===== src/rtl/alu_arbiter_pkg.sv =====
// rtl/alu_arbiter_pkg.sv - shared width, opcode constants and FSM state type for alu_arbiter
package alu_arbiter_pkg;

    localparam int REG_FILE_WIDTH = 32;

    localparam int OP_ADD = 0;
    localparam int OP_SUB = 1;

    typedef enum logic {
        ST_EMPTY = 1'b0,
        ST_FULL  = 1'b1
    } state_t;

endpackage


===== src/rtl/alu_arbiter_if.sv =====
// rtl/alu_arbiter_if.sv - two-requester ALU request/response bundle
interface alu_arbiter_if
    import alu_arbiter_pkg::*;
#(
    parameter int WIDTH = REG_FILE_WIDTH,
    parameter int OPW   = 4
);
    logic [1:0]       req_valid;
    logic [1:0]       req_ready;
    logic [OPW-1:0]   req_op0;
    logic [OPW-1:0]   req_op1;
    logic [WIDTH-1:0] req_a0;
    logic [WIDTH-1:0] req_b0;
    logic [WIDTH-1:0] req_a1;
    logic [WIDTH-1:0] req_b1;
    logic [1:0]       rsp_valid;
    logic [1:0]       rsp_ready;
    logic [WIDTH-1:0] rsp_data;
    logic             rsp_zero;

    modport master (
        output req_valid, req_op0, req_op1, req_a0, req_b0, req_a1, req_b1, rsp_ready,
        input  req_ready, rsp_valid, rsp_data, rsp_zero
    );

    modport slave (
        input  req_valid, req_op0, req_op1, req_a0, req_b0, req_a1, req_b1, rsp_ready,
        output req_ready, rsp_valid, rsp_data, rsp_zero
    );
endinterface


===== src/rtl/alu_arbiter_alu.sv =====
// rtl/alu_arbiter_alu.sv - shared combinational ALU; SUB on its opcode, ADD for everything else
module alu
    import alu_arbiter_pkg::*;
#(
    parameter int WIDTH = REG_FILE_WIDTH,
    parameter int OPW   = 4
) (
    input  logic [OPW-1:0]   op,
    input  logic [WIDTH-1:0] a,
    input  logic [WIDTH-1:0] b,
    output logic [WIDTH-1:0] y
);

    always_comb begin
        if (op == OPW'(OP_SUB)) begin
            y = a - b;
        end else begin
            y = a + b;
        end
    end

endmodule


===== src/rtl/alu_arbiter.sv =====
// rtl/alu_arbiter.sv - round-robin arbiter sharing one ALU between two requesters
// with a one-entry result register that sustains one operation per cycle.
module alu_arbiter
    import alu_arbiter_pkg::*;
#(
    parameter int WIDTH = REG_FILE_WIDTH,
    parameter int OPW   = 4
) (
    input  logic  clk,
    input  logic  reset,
    alu_arbiter_if.slave bus
);

    state_t           state;
    state_t           state_nxt;
    logic             tag;
    logic             last_grant;
    logic [WIDTH-1:0] data_q;
    logic             zero_q;

    logic             can_issue;
    logic [1:0]       grant;
    logic             fire;
    logic             sel;
    logic [OPW-1:0]   alu_op;
    logic [WIDTH-1:0] alu_a;
    logic [WIDTH-1:0] alu_b;
    logic [WIDTH-1:0] alu_y;

    // A new issue is allowed when empty, or when the held result retires this cycle.
    always_comb begin
        can_issue = (state == ST_EMPTY) || bus.rsp_ready[tag];
        grant     = 2'b00;
        if (!reset && can_issue) begin
            if (bus.req_valid == 2'b11) begin
                grant = last_grant ? 2'b01 : 2'b10;
            end else begin
                grant = bus.req_valid;
            end
        end
        fire = |grant;
        sel  = grant[1];
    end

    always_ff @(posedge clk or posedge reset) begin
        if (reset) begin
            state <= ST_EMPTY;
        end else begin
            state <= state_nxt;
        end
    end

    always_comb begin
        state_nxt = state;
        case (state)
            ST_EMPTY: if (fire) state_nxt = ST_FULL;
            ST_FULL:  if (!fire && bus.rsp_ready[tag]) state_nxt = ST_EMPTY;
            default:  state_nxt = ST_EMPTY;
        endcase
    end

    always_comb begin
        bus.req_ready = grant;
        bus.rsp_valid = 2'b00;
        if (state == ST_FULL) begin
            bus.rsp_valid = tag ? 2'b10 : 2'b01;
        end
        bus.rsp_data = data_q;
        bus.rsp_zero = zero_q;
    end

    always_comb begin
        alu_op = sel ? bus.req_op1 : bus.req_op0;
        alu_a  = sel ? bus.req_a1  : bus.req_a0;
        alu_b  = sel ? bus.req_b1  : bus.req_b0;
    end

    alu #(
        .WIDTH (WIDTH),
        .OPW   (OPW)
    ) u_alu (
        .op (alu_op),
        .a  (alu_a),
        .b  (alu_b),
        .y  (alu_y)
    );

    // last_grant resets to 1 so requester 0 wins the first tie.
    always_ff @(posedge clk or posedge reset) begin
        if (reset) begin
            data_q     <= '0;
            zero_q     <= 1'b0;
            tag        <= 1'b0;
            last_grant <= 1'b1;
        end else if (fire) begin
            data_q     <= alu_y;
            zero_q     <= (alu_y == '0);
            tag        <= sel;
            last_grant <= sel;
        end
    end

endmodule


===== src/flat_wrapper.sv =====
// flat-port wrapper written by rule: the top's interface ports become plain ports
module alu_arbiter_flat import alu_arbiter_pkg::*;
#(
    parameter int WIDTH = REG_FILE_WIDTH,
    parameter int OPW   = 4
)
  (clk, reset, bus_req_valid, bus_req_op0, bus_req_op1, bus_req_a0, bus_req_b0, bus_req_a1, bus_req_b1, bus_rsp_ready, bus_req_ready, bus_rsp_valid, bus_rsp_data, bus_rsp_zero);
  alu_arbiter_if #(.WIDTH(WIDTH), .OPW(OPW)) bus_i ();
  input  logic clk;
  input  logic reset;
  input wire logic [$bits(bus_i.req_valid)-1:0] bus_req_valid;
  input wire logic [$bits(bus_i.req_op0)-1:0] bus_req_op0;
  input wire logic [$bits(bus_i.req_op1)-1:0] bus_req_op1;
  input wire logic [$bits(bus_i.req_a0)-1:0] bus_req_a0;
  input wire logic [$bits(bus_i.req_b0)-1:0] bus_req_b0;
  input wire logic [$bits(bus_i.req_a1)-1:0] bus_req_a1;
  input wire logic [$bits(bus_i.req_b1)-1:0] bus_req_b1;
  input wire logic [$bits(bus_i.rsp_ready)-1:0] bus_rsp_ready;
  output wire logic [$bits(bus_i.req_ready)-1:0] bus_req_ready;
  output wire logic [$bits(bus_i.rsp_valid)-1:0] bus_rsp_valid;
  output wire logic [$bits(bus_i.rsp_data)-1:0] bus_rsp_data;
  output wire logic [$bits(bus_i.rsp_zero)-1:0] bus_rsp_zero;
  assign bus_i.req_valid = bus_req_valid;
  assign bus_i.req_op0 = bus_req_op0;
  assign bus_i.req_op1 = bus_req_op1;
  assign bus_i.req_a0 = bus_req_a0;
  assign bus_i.req_b0 = bus_req_b0;
  assign bus_i.req_a1 = bus_req_a1;
  assign bus_i.req_b1 = bus_req_b1;
  assign bus_i.rsp_ready = bus_rsp_ready;
  assign bus_req_ready = bus_i.req_ready;
  assign bus_rsp_valid = bus_i.rsp_valid;
  assign bus_rsp_data = bus_i.rsp_data;
  assign bus_rsp_zero = bus_i.rsp_zero;
  alu_arbiter #(.WIDTH(WIDTH), .OPW(OPW)) u_core (.clk(clk), .reset(reset), .bus(bus_i));
endmodule

===== config.mk =====
export PLATFORM = sky130hd
export DESIGN_NAME = alu_arbiter_flat
export DESIGN_NICKNAME = d
export VERILOG_FILES = /design/src/rtl/alu_arbiter_pkg.sv /design/src/rtl/alu_arbiter_if.sv /design/src/rtl/alu_arbiter_alu.sv /design/src/rtl/alu_arbiter.sv /design/src/flat_wrapper.sv
export SDC_FILE = /design/constraint.sdc
export NUM_CORES = 1
export LEC_CHECK = 0
export CAP_MARGIN = 30
export CORE_MARGIN = 1.5
export CORE_UTILIZATION = 51
export DETAILED_ROUTE_END_ITERATION = 6
export PLACE_DENSITY = 0.86
export SLEW_MARGIN = 40
export SYNTH_ARGS = -nofsm -noshare
export SYNTH_HDL_FRONTEND = slang
export SYNTH_SLANG_ARGS = --single-unit

===== constraint.sdc =====
create_clock -name clk -period 11.2 [get_ports clk]
set_input_delay 2.24 -clock clk [delete_from_list [all_inputs] [get_ports clk]]
set_output_delay 2.24 -clock clk [all_outputs]
set_load 0.01 [all_outputs]

# After elaboration in Yosys (flattened, before gate mapping)
# Cells that the tools add are included.
# totals
reg_bits	36
word_cells	32
out_inout_bits	37
input_bits	142
# op_classes
n_reduce_logical	7
eq_ne	2
magnitude_cmp	1
add_sub_neg	2
bitwise	1
muxes	14
# ops
operator	n
$mux 32	3
$add 32x32->32	1
$logic_not 32->1	1
$sub 32x32->32	1
$mux 2	5
$eq 4x1->1 const B	1
$mux 1	4
$mux 4	1
$eq 2x2->1 const B	1
$logic_and 1x1->1	2
$logic_not 1->1	2
$lt 1x2->1 const B	1
$pmux 1 s2	1
$reduce_or 2->1	1
$logic_or 1x1->1	1
$not 1->1	1

# Longest topological paths before layout
# Gate-level depths: netlist of the first run.
# depth
word_depth	10
depth_mapped	22

# Modules after synthesis
# From an unflattened synthesis of the first run, not the netlist that was laid out.
# unflattened
hier_cells	533
area_unflattened_um2	4807.1
# modules_own_cells
mod	seq_area_each_um2	cells_per_inst	area_per_inst_um2	n_inst
alu	0.0	359	2476.1	1
alu_arbiter	902.1	174	2331.0	1

# Least setup slack after synthesis of the first run
# No wires, ideal clock.
# synth_timing
kind	in2reg
startpoint	input reset
endpoint	register u_core.zero_q, in the netlist u_core.bus.rsp_zero
setup_time_ns	0.068
slack_ns	3.726
path_stages	20
n_path_buf	6
arrival_ns	7.406
path_cell_list	inv_1 -> o211ai_1 -> clkbuf_1 -> buf_1 -> buf_2 -> buf_1 -> clkbuf_1 -> nand2_1 -> nand2_1 -> ha_1 -> buf_6 -> and3_4 -> a221o_1 -> a311oi_1 -> o221ai_1 -> nor4b_1 -> nand4_1 -> or4_1 -> nor4_1 -> a32o_1
# synth_via
elab_chain_cells	7
elab_cells_between_ends	12
# synth_lines
item	line_no	text
start: declaration	flat_wrapper.sv:10	input logic reset;
$logic_not 1->1 (*)	alu_arbiter.sv:34	if (!reset && can_issue) begin
$logic_and 1x1->1 (*)	alu_arbiter.sv:34	
$mux 2 (*)	alu_arbiter.sv:34	
$mux 32, or another cell as far along	alu_arbiter.sv:74	alu_a = sel ? bus.req_a1 : bus.req_a0;
$add 32x32->32, or another cell as far along	alu_arbiter_alu.sv:18	y = a + b;
$mux 32	alu_arbiter_alu.sv:15	if (op == OPW'(OP_SUB)) begin
$logic_not 32->1	alu_arbiter.sv:97	zero_q <= (alu_y == '0);
end signal: assignment	alu_arbiter.sv:97	
end: declaration	alu_arbiter.sv:19	logic zero_q;
# Every way passes the cells marked *; elsewhere a longest branch is shown, timed or not.
# A chain may end at the register's enable or synchronous reset.

# Worst setup path in the final report of the first run
# Same ends and word-level chain as after synthesis.

==> results of run 1 <==
## logic make-up after synthesis
family | Yosys count | share of synthesized area
compound gates | 189 | 0.2353
simple gates | 319 | 0.2894
fa+ha+maj | 32 | 0.08016
mux | 34 | 0.06885
xor+xnor | 61 | 0.1050
flops | 36 | 0.1773
buf+inv | 52 | 0.04401
## tightest hold or removal path, stage by stage, from the launching register on
cell     delay [ns]
dfrtp_1        0.34
nand2_1        0.04
o21ai_0        0.06
## power by group through the flow
stage | logic (mW) | registers (mW) | clock network [mW]
floorplan | 0.436 | 0.251 | 0
global placement | 0.738 | 0.223 | 0
detailed placement | 0.755 | 0.230 | 0
CTS | 0.758 | 0.228 | 0.125
global route | 0.837 | 0.235 | 0.131
finish | 0.767 | 0.227 | 0.125
## per-stage QoR
step / util / setup slack, ns / cells / power [mW] / instance area [µm²]
finish: 0.7262 / 3.116 / 1012 / 1.119 / 7066
global route: 0.7262 / 2.698 / 1012 / 1.203 / 7066
CTS: 0.7258 / 3.144 / 1012 / 1.112 / 7062
detailed placement: 0.7128 / 2.929 / 1004 / 0.9844 / 6935
global placement: 0.7122 / 3.065 / 1004 / 0.9610 / 6929
floorplan: - / 3.726 / 723 / 0.6874 / 5089
## routing by layer
metal / track usage / up-vias / part of all wire
li1: - / 2895 / -
met2: 0.5020 / 262 / 0.47
met3: 0.04068 / 20 / 0.071
met4: 0.07692 / 0 / 0.012
met5: 0 / - / 0
met1: 0.4207 / 2702 / 0.45
## synthesized netlist by cell type, types with 11 or more instances
master and instances:
clkbuf_1 18, buf_2 12, o21ai_0 60, inv_1 16
xor2_1 23, dfrtp_1 35, mux2i_1 26, or3_1 11
ha_1 31, nor3_1 35, nand2_1 163, a21oi_1 48
nor2_1 43, xnor2_1 38, a21o_1 12
## layout make-up
cell class              instances  area, µm²
clock inverters                 1      30.03
well taps                     133      166.4
fillers                       835       2664
repair buffers                184       1831
flip-flops and latches         36      902.1
clock buffers                   7      96.34
multi-input cells             635       3980
inverters                      16      60.06
## path summary, 6_finish.rpt
check	endpoint	slack [ns]
worst max-delay path	u_core.bus.rsp_zero	3.12
worst min-delay path	u_core.bus.rsp_data[15]	0.48
worst max register to register	u_core.bus.rsp_zero	5.23
worst min register to register	u_core.bus.rsp_data[15]	0.48
max in group asynchronous	u_core.last_grant	8.51
min in group asynchronous	u_core.bus.rsp_data[20]	2.35
## flip-flops by register name, summed over array words and instances, names as in the netlist
| signal | cells |
|---|---|
| u_core.last_grant | 1 |
| u_core.state | 1 |
| u_core.tag | 1 |
| u_core.bus.rsp_data | 32 |
| u_core.bus.rsp_zero | 1 |
==> key figures, run 1 <==
Run status
  • Status: finished, final reports clean

STA
  • FMAX: 123.7 MHz
  • Final Hold Fails: 0
  • Setup TNS: 0 ns
  • RSZ-0062 raised after global routing: false
  • Setup Viol. Count Final: 0
  • Actual slew at the worst max-slew pin: 0.6473 ns
  • Final Max Slew Viols: 0
  • Hold slack: 0.4792 ns
  • Period utilisation layout: 0.7218
  • Min Clock Period, post-route: just over 8 ns
  • Relative slew slack: 0.5684
  • Clk_skew: 0.006118 ns

CTS
  • Setup bufs post-CTS: 0
  • TritonCTS clock tree: yes
  • H-Tree Depth: 2
  • Clk slew on worst S/H paths: around 0.070 ns
  • Clk sinks: 36
  • Maximum clock path buffer count: 2
  • Root Buffer: clkbuf_8
  • Worst-Skew Late Latency: approximately 0.3 ns
  • Cts bufs inserted: 5
  • Hold buffers post-CTS: 0
  • Resize count post-CTS: 0

Setup path
  • Setup crit start kind: input port
  • CP Data Required Time: 11.44 ns
  • Top delay family on crit path: compound AO/OA/AOI/OAI gates
  • Largest stage delay on the critical path: ~0.58 ns
  • Worst-path fanout max: 51
  • Crit path max-delay cell type: o21a_1
  • Worst path bufs/invs: 6
  • Critical Path Start: reset
  • CP arrival: approximately 8.3 ns
  • Worst r2r src: u_core.tag
  • Register-to-Register Path Depth: 20
  • CP Depth: 21
  • Critical Path End Type: flop
  • Critical path type: in2reg
  • Critical path, cell by cell: clkdlybuf4s50_1 > inv_1 > buf_4 > o211ai_1 > buf_4 > inv_1 > buf_4 > o21a_1 > o21ai_0 > xnor2_1 > o21ai_0 > ha_1 > a21o_1 > a221o_1 > a311oi_1 > o221ai_1 > nor4b_1 > nand4_1 > or4_1 > nor4_1 > a32o_1
  • Most used cell along the critical path: buf_4

Placed design
  • Dpl hpwl: 13590 µm
  • # port buffers: approximately 180
  • GPL Wtd Cong: just over 0.9

Hold path
  • Hold path cells: 2
  • Worst hold-check path type: reg2reg
  • Hold Crit Start: u_core.bus.rsp_data[15]

Logic synthesis
  • Unique masters post-synth: 67
  • Yosys reg bits: 36
  • Synth area leader: dfrtp_1
  • Sequential area share after synthesis: 0.1773
  • Mapped Cells: 723
  • Ys flop type: dfrtp_1
  • Synth warn: 0
  • Post-synth EDFFs: 0
  • Synth area leaders: dfrtp_1 17%, nand2_1 12%, ha_1 7.6%
  • Syn avg cell area: 7.038 µm²
  • Net Count, Synth: ~900
  • Ys async rst share: 1.000
  • Yosys top cell area share: 0.1721
  • Post-Syn Area: slightly above 5000 µm²

Floorplan
  • Die Ht: 102.9 µm
  • Die width: around 100 µm
  • Core area: between 9000 and 10000 µm²
  • Rows: 36
  • Initial Util: 0.5230
  • IO Pins: 179
  • Die area: 10590 µm²

Global route
  • Via count of the first global-routing pass: 5375
  • Largest net degree at the start of global routing: 84
  • Total track usage: 0.3046
  • First-pass GRT wire length: 25780 µm
  • Total gr overflow: 0
  • Initial antenna violation count: 0

Layout
  • Area Overhead vs Synth: 38.85%
  • Nets: 1052
  • Commonest non-fill, non-tap cell in the layout: clkdlybuf4s50_1
  • Share of cells above drive strength 1: 0.04209
  • Inserted Diodes: 0
  • Most frequent cells in the layout: 178 x clkdlybuf4s50_1, 163 x nand2_1, 60 x o21ai_0

Pwr
  • Seq pwr share: 0.203
  • Sw Pwr: between 0.4 and 0.5 mW
  • Power Density: 158.4 nW/µm²
  • Peak supply drop: about 0.000091 V
  • Combinational Power Share: 0.686
  • Clock power share: 0.111
  • Leakage: 3.066 nW
  • Power Internal: approximately 0.63 mW
  • Sw Share: 0.4357

Drt
  • Total wire length: 16380 µm
  • DRC: 0
  • DR WL/cell: 16.19 µm
  • Vias per cell: between 5 and 6
  • Violation count after the first detailed-route iteration: 350
  • DR vias: 5879
  • TritonRoute pass-1 iters: 5
  • Final antenna-violating net count: 0

Job
  • Max Cap Viol: 0
Power figures use the tool's default switching activity.
==> inputs of run 2 (changes only) <==
--- a/config.mk
+++ b/config.mk
@@ -7,9 +7,9 @@
 export LEC_CHECK = 0
 export CAP_MARGIN = 30
 export CORE_MARGIN = 1.5
-export CORE_UTILIZATION = 51
+export CORE_UTILIZATION = 42
 export DETAILED_ROUTE_END_ITERATION = 6
-export PLACE_DENSITY = 0.86
+export PLACE_DENSITY = 0.75
 export SLEW_MARGIN = 40
 export SYNTH_ARGS = -nofsm -noshare
 export SYNTH_HDL_FRONTEND = slang
==> constraint.sdc (replaced) <==
create_clock -name clk -period 6.7 [get_ports clk]
set_input_delay 1.34 -clock clk [delete_from_list [all_inputs] [get_ports clk]]
set_output_delay 1.34 -clock clk [all_outputs]
set_load 0.01 [all_outputs]
==> key figures, run 2 (synthesis results as in run 1) <==
Setup path
  • Largest stage delay on the critical path: 0.49 ns (was 0.58 ns)
  • Top delay family on crit path: simple AND/OR/NAND/NOR gates (was compound AO/OA/AOI/OAI gates)
  • CP Data Required Time: 6.92 ns (was 11.44 ns)
  • Setup crit start kind: input port (unchanged)
  • Critical path, cell by cell: clkdlybuf4s50_1 > mux2_2 > o211ai_1 > inv_1 > nand2_1 > o21a_1 > buf_4 > nand2_1 > xnor2_1 > o21ai_0 > ha_1 > and3_4 > a221o_1 > buf_4 > a22oi_1 > nand3_1 > xnor2_1 > nor4b_1 > nand4_1 > or4_1 > nor4_1 > a32o_1 (was clkdlybuf4s50_1 > inv_1 > buf_4 > o211ai_1 > buf_4 > inv_1 > buf_4 > o21a_1 > o21ai_0 > xnor2_1 > o21ai_0 > ha_1 > a21o_1 > a221o_1 > a311oi_1 > o221ai_1 > nor4b_1 > nand4_1 > or4_1 > nor4_1 > a32o_1)
  • Critical path type: in2reg (unchanged)
  • Worst-path fanout max: 7 (was 51)
  • CP arrival: 6.53 ns (was 8.32 ns)
  • Worst path bufs/invs: 4 (was 6)
  • Critical Path End Type: flop (unchanged)
  • Crit path max-delay cell type: or4_1 (was o21a_1)

Drt
  • DRC: 0 (unchanged)
  • Final antenna-violating net count: 0 (unchanged)
  • Vias per cell: 5.546 (was 5.809)
  • DR WL/cell: 14.85 µm (was 16.19 µm)
  • DR vias: 5851 (was 5879)
  • TritonRoute pass-1 iters: 5 (unchanged)
  • Total wire length: 15670 µm (was 16380 µm)
  • Violation count after the first detailed-route iteration: 353 (was 350)

Placed design
  • GPL Wtd Cong: 0.9173 (was 0.9212)
  • Dpl hpwl: 13230 µm (was 13590 µm)
  • # port buffers: 178 (unchanged)

Floorplan
  • Core area: 11910 µm² (was 9729 µm²)
  • Die area: 12780 µm² (was 10590 µm²)
  • Initial Util: 0.4272 (was 0.5230)
  • IO Pins: 179 (unchanged)
  • Die Ht: 113.1 µm (was 102.9 µm)
  • Rows: 40 (was 36)
  • Die width: 113.1 µm (was 102.9 µm)

CTS
  • Hold buffers post-CTS: 0 (unchanged)
  • Root Buffer: clkbuf_16 (was clkbuf_8)
  • Cts bufs inserted: 5 (unchanged)
  • Maximum clock path buffer count: 2 (unchanged)
  • Resize count post-CTS: 0 (unchanged)
  • Worst-Skew Late Latency: 0.28 ns (was 0.30 ns)
  • Setup bufs post-CTS: 0 (unchanged)
  • Clk slew on worst S/H paths: 0.06 ns (was 0.07 ns)
  • TritonCTS clock tree: yes (unchanged)
  • Clk sinks: 36 (unchanged)
  • H-Tree Depth: 2 (unchanged)

Global route
  • Total gr overflow: 0 (unchanged)
  • First-pass GRT wire length: 25870 µm (was 25780 µm)
  • Total track usage: 0.2438 (was 0.3046)
  • Initial antenna violation count: 0 (unchanged)
  • Via count of the first global-routing pass: 5495 (was 5375)
  • Largest net degree at the start of global routing: 62 (was 84)

STA
  • Setup TNS: 0 ns (unchanged)
  • Hold slack: 0.4794 ns (was 0.4792 ns)
  • Setup Viol. Count Final: 0 (unchanged)
  • Final Hold Fails: 0 (unchanged)
  • RSZ-0062 raised after global routing: false (unchanged)
  • Final Max Slew Viols: 0 (unchanged)
  • Min Clock Period, post-route: 6.315 ns
  • FMAX: between 150 and 200 MHz
  • Clk_skew: 0.002607 ns (was 0.006118 ns)
  • Actual slew at the worst max-slew pin: 0.5117 ns (was 0.6473 ns)
  • Period utilisation layout: 0.9425
  • Relative slew slack: 0.6589 (was 0.5684)

Layout
  • Reg area: 902.1 µm² (unchanged)
  • Area Overhead vs Synth: 43.62% (was 38.85%)
  • Share of cells above drive strength 1: 0.07159 (was 0.04209)
  • Nets: 1081 (was 1052)
  • Inserted Diodes: 0 (unchanged)
  • Max reg flops: 32 (unchanged)
  • Most frequent cells in the layout: 178 x clkdlybuf4s50_1, 163 x nand2_1, 60 x o21ai_0 (unchanged)
  • Fillers: 1121 (was 835)
  • Multi-input gate area in the final layout: 3974 µm² (was 3980 µm²)
  • Commonest non-fill, non-tap cell in the layout: clkdlybuf4s50_1 (unchanged)

Hold path
  • Worst hold-check path type: reg2reg (unchanged)

Pwr
  • Power Density: 262.8 nW/µm² (was 158.4 nW/µm²)
  • Leakage: 3.214 nW (was 3.066 nW)
  • Peak supply drop: 0.0001159 V (was 0.00009147 V)

Run status
  • Status: finished, final reports clean (unchanged)

Job
  • Max Cap Viol: 0 (unchanged)
run 2: cell count changes in the layout (fill, tap and decap cells not counted), sizes merged:
cell    previous run  this run
buf                6        35
clkbuf             7         5
clkinv             0         3
bufinv             1         0
run 2: power breakdown:
| part | switching [mW] | internal (mW) | leakage (nW) |
|---|---|---|---|
| clock | 0.0902 | 0.137 | 0.0736 |
| combinational | 0.676 | 0.641 | 2.70 |
| sequential | 0.0547 | 0.322 | 0.437 |
run 2: per-stage QoR:
| step | utilization | total power, mW | area, µm² | instances | setup slack [ns] |
|---|---|---|---|---|---|
| floorplan | - | 1.149 | 5089 | 723 | 0.1262 |
| global placement | 0.6015 | 1.661 | 7164 | 1047 | 0.2310 |
| detailed placement | 0.6015 | 1.685 | 7164 | 1047 | 0.1819 |
| CTS | 0.6136 | 1.917 | 7308 | 1055 | 0.4636 |
| global route | 0.6136 | 2.076 | 7308 | 1055 | 0.009478 |
| finish | 0.6136 | 1.921 | 7308 | 1055 | 0.3851 |
run 2: area by class of cell:
type | count | area share
sequential | 36 | 0.1234
inverter | 16 | 0.008218
tap | 147 | 0.02517
clock buffer | 5 | 0.01712
clock inverter | 3 | 0.002568
timing repair buffer | 213 | 0.2797
multi-input combinational | 635 | 0.5437
run 2: per-layer routing:
| layer | wire [µm] | GRT usage | vias up |
|---|---|---|---|
| li1 | - | - | 2956 |
| met5 | 0 | 0 | - |
| met1 | 7414 | 0.3444 | 2664 |
| met3 | 920 | 0.02250 | 25 |
| met2 | 7051 | 0.3988 | 206 |
| met4 | 284 | 0.06750 | 0 |
run 2: final timing paths:
path	endpoint	from	depth (start not counted)	slack, ns
setup reg to reg	u_core.bus.rsp_zero	u_core.tag	21	1.39
hold reg to reg	u_core.bus.rsp_data[6]	u_core.bus.rsp_data[6]	2	0.48
max in group asynchronous	u_core.last_grant	reset	3	4.83
hold / removal	u_core.bus.rsp_data[6]	u_core.bus.rsp_data[6]	2	0.48
setup / recovery	u_core.bus.rsp_zero	bus_rsp_ready[1]	22	0.39
min in group asynchronous	u_core.bus.rsp_data[27]	reset	3	1.53
run 2: worst register-to-register path, stage by stage (launching register included):
cell      delay [ns]
dfrtp_1         0.37
mux2_2          0.36
o211ai_1        0.34
inv_1           0.22
nand2_1         0.12
o21a_1          0.17
buf_4           0.15
nand2_1         0.06
xnor2_1         0.12
o21ai_0         0.31
ha_1            0.32
and3_4          0.18
a221o_1         0.39
buf_4           0.17
a22oi_1         0.23
nand3_1         0.15
xnor2_1         0.25
nor4b_1         0.26
nand4_1         0.13
or4_1           0.49
nor4_1          0.26
a32o_1          0.20
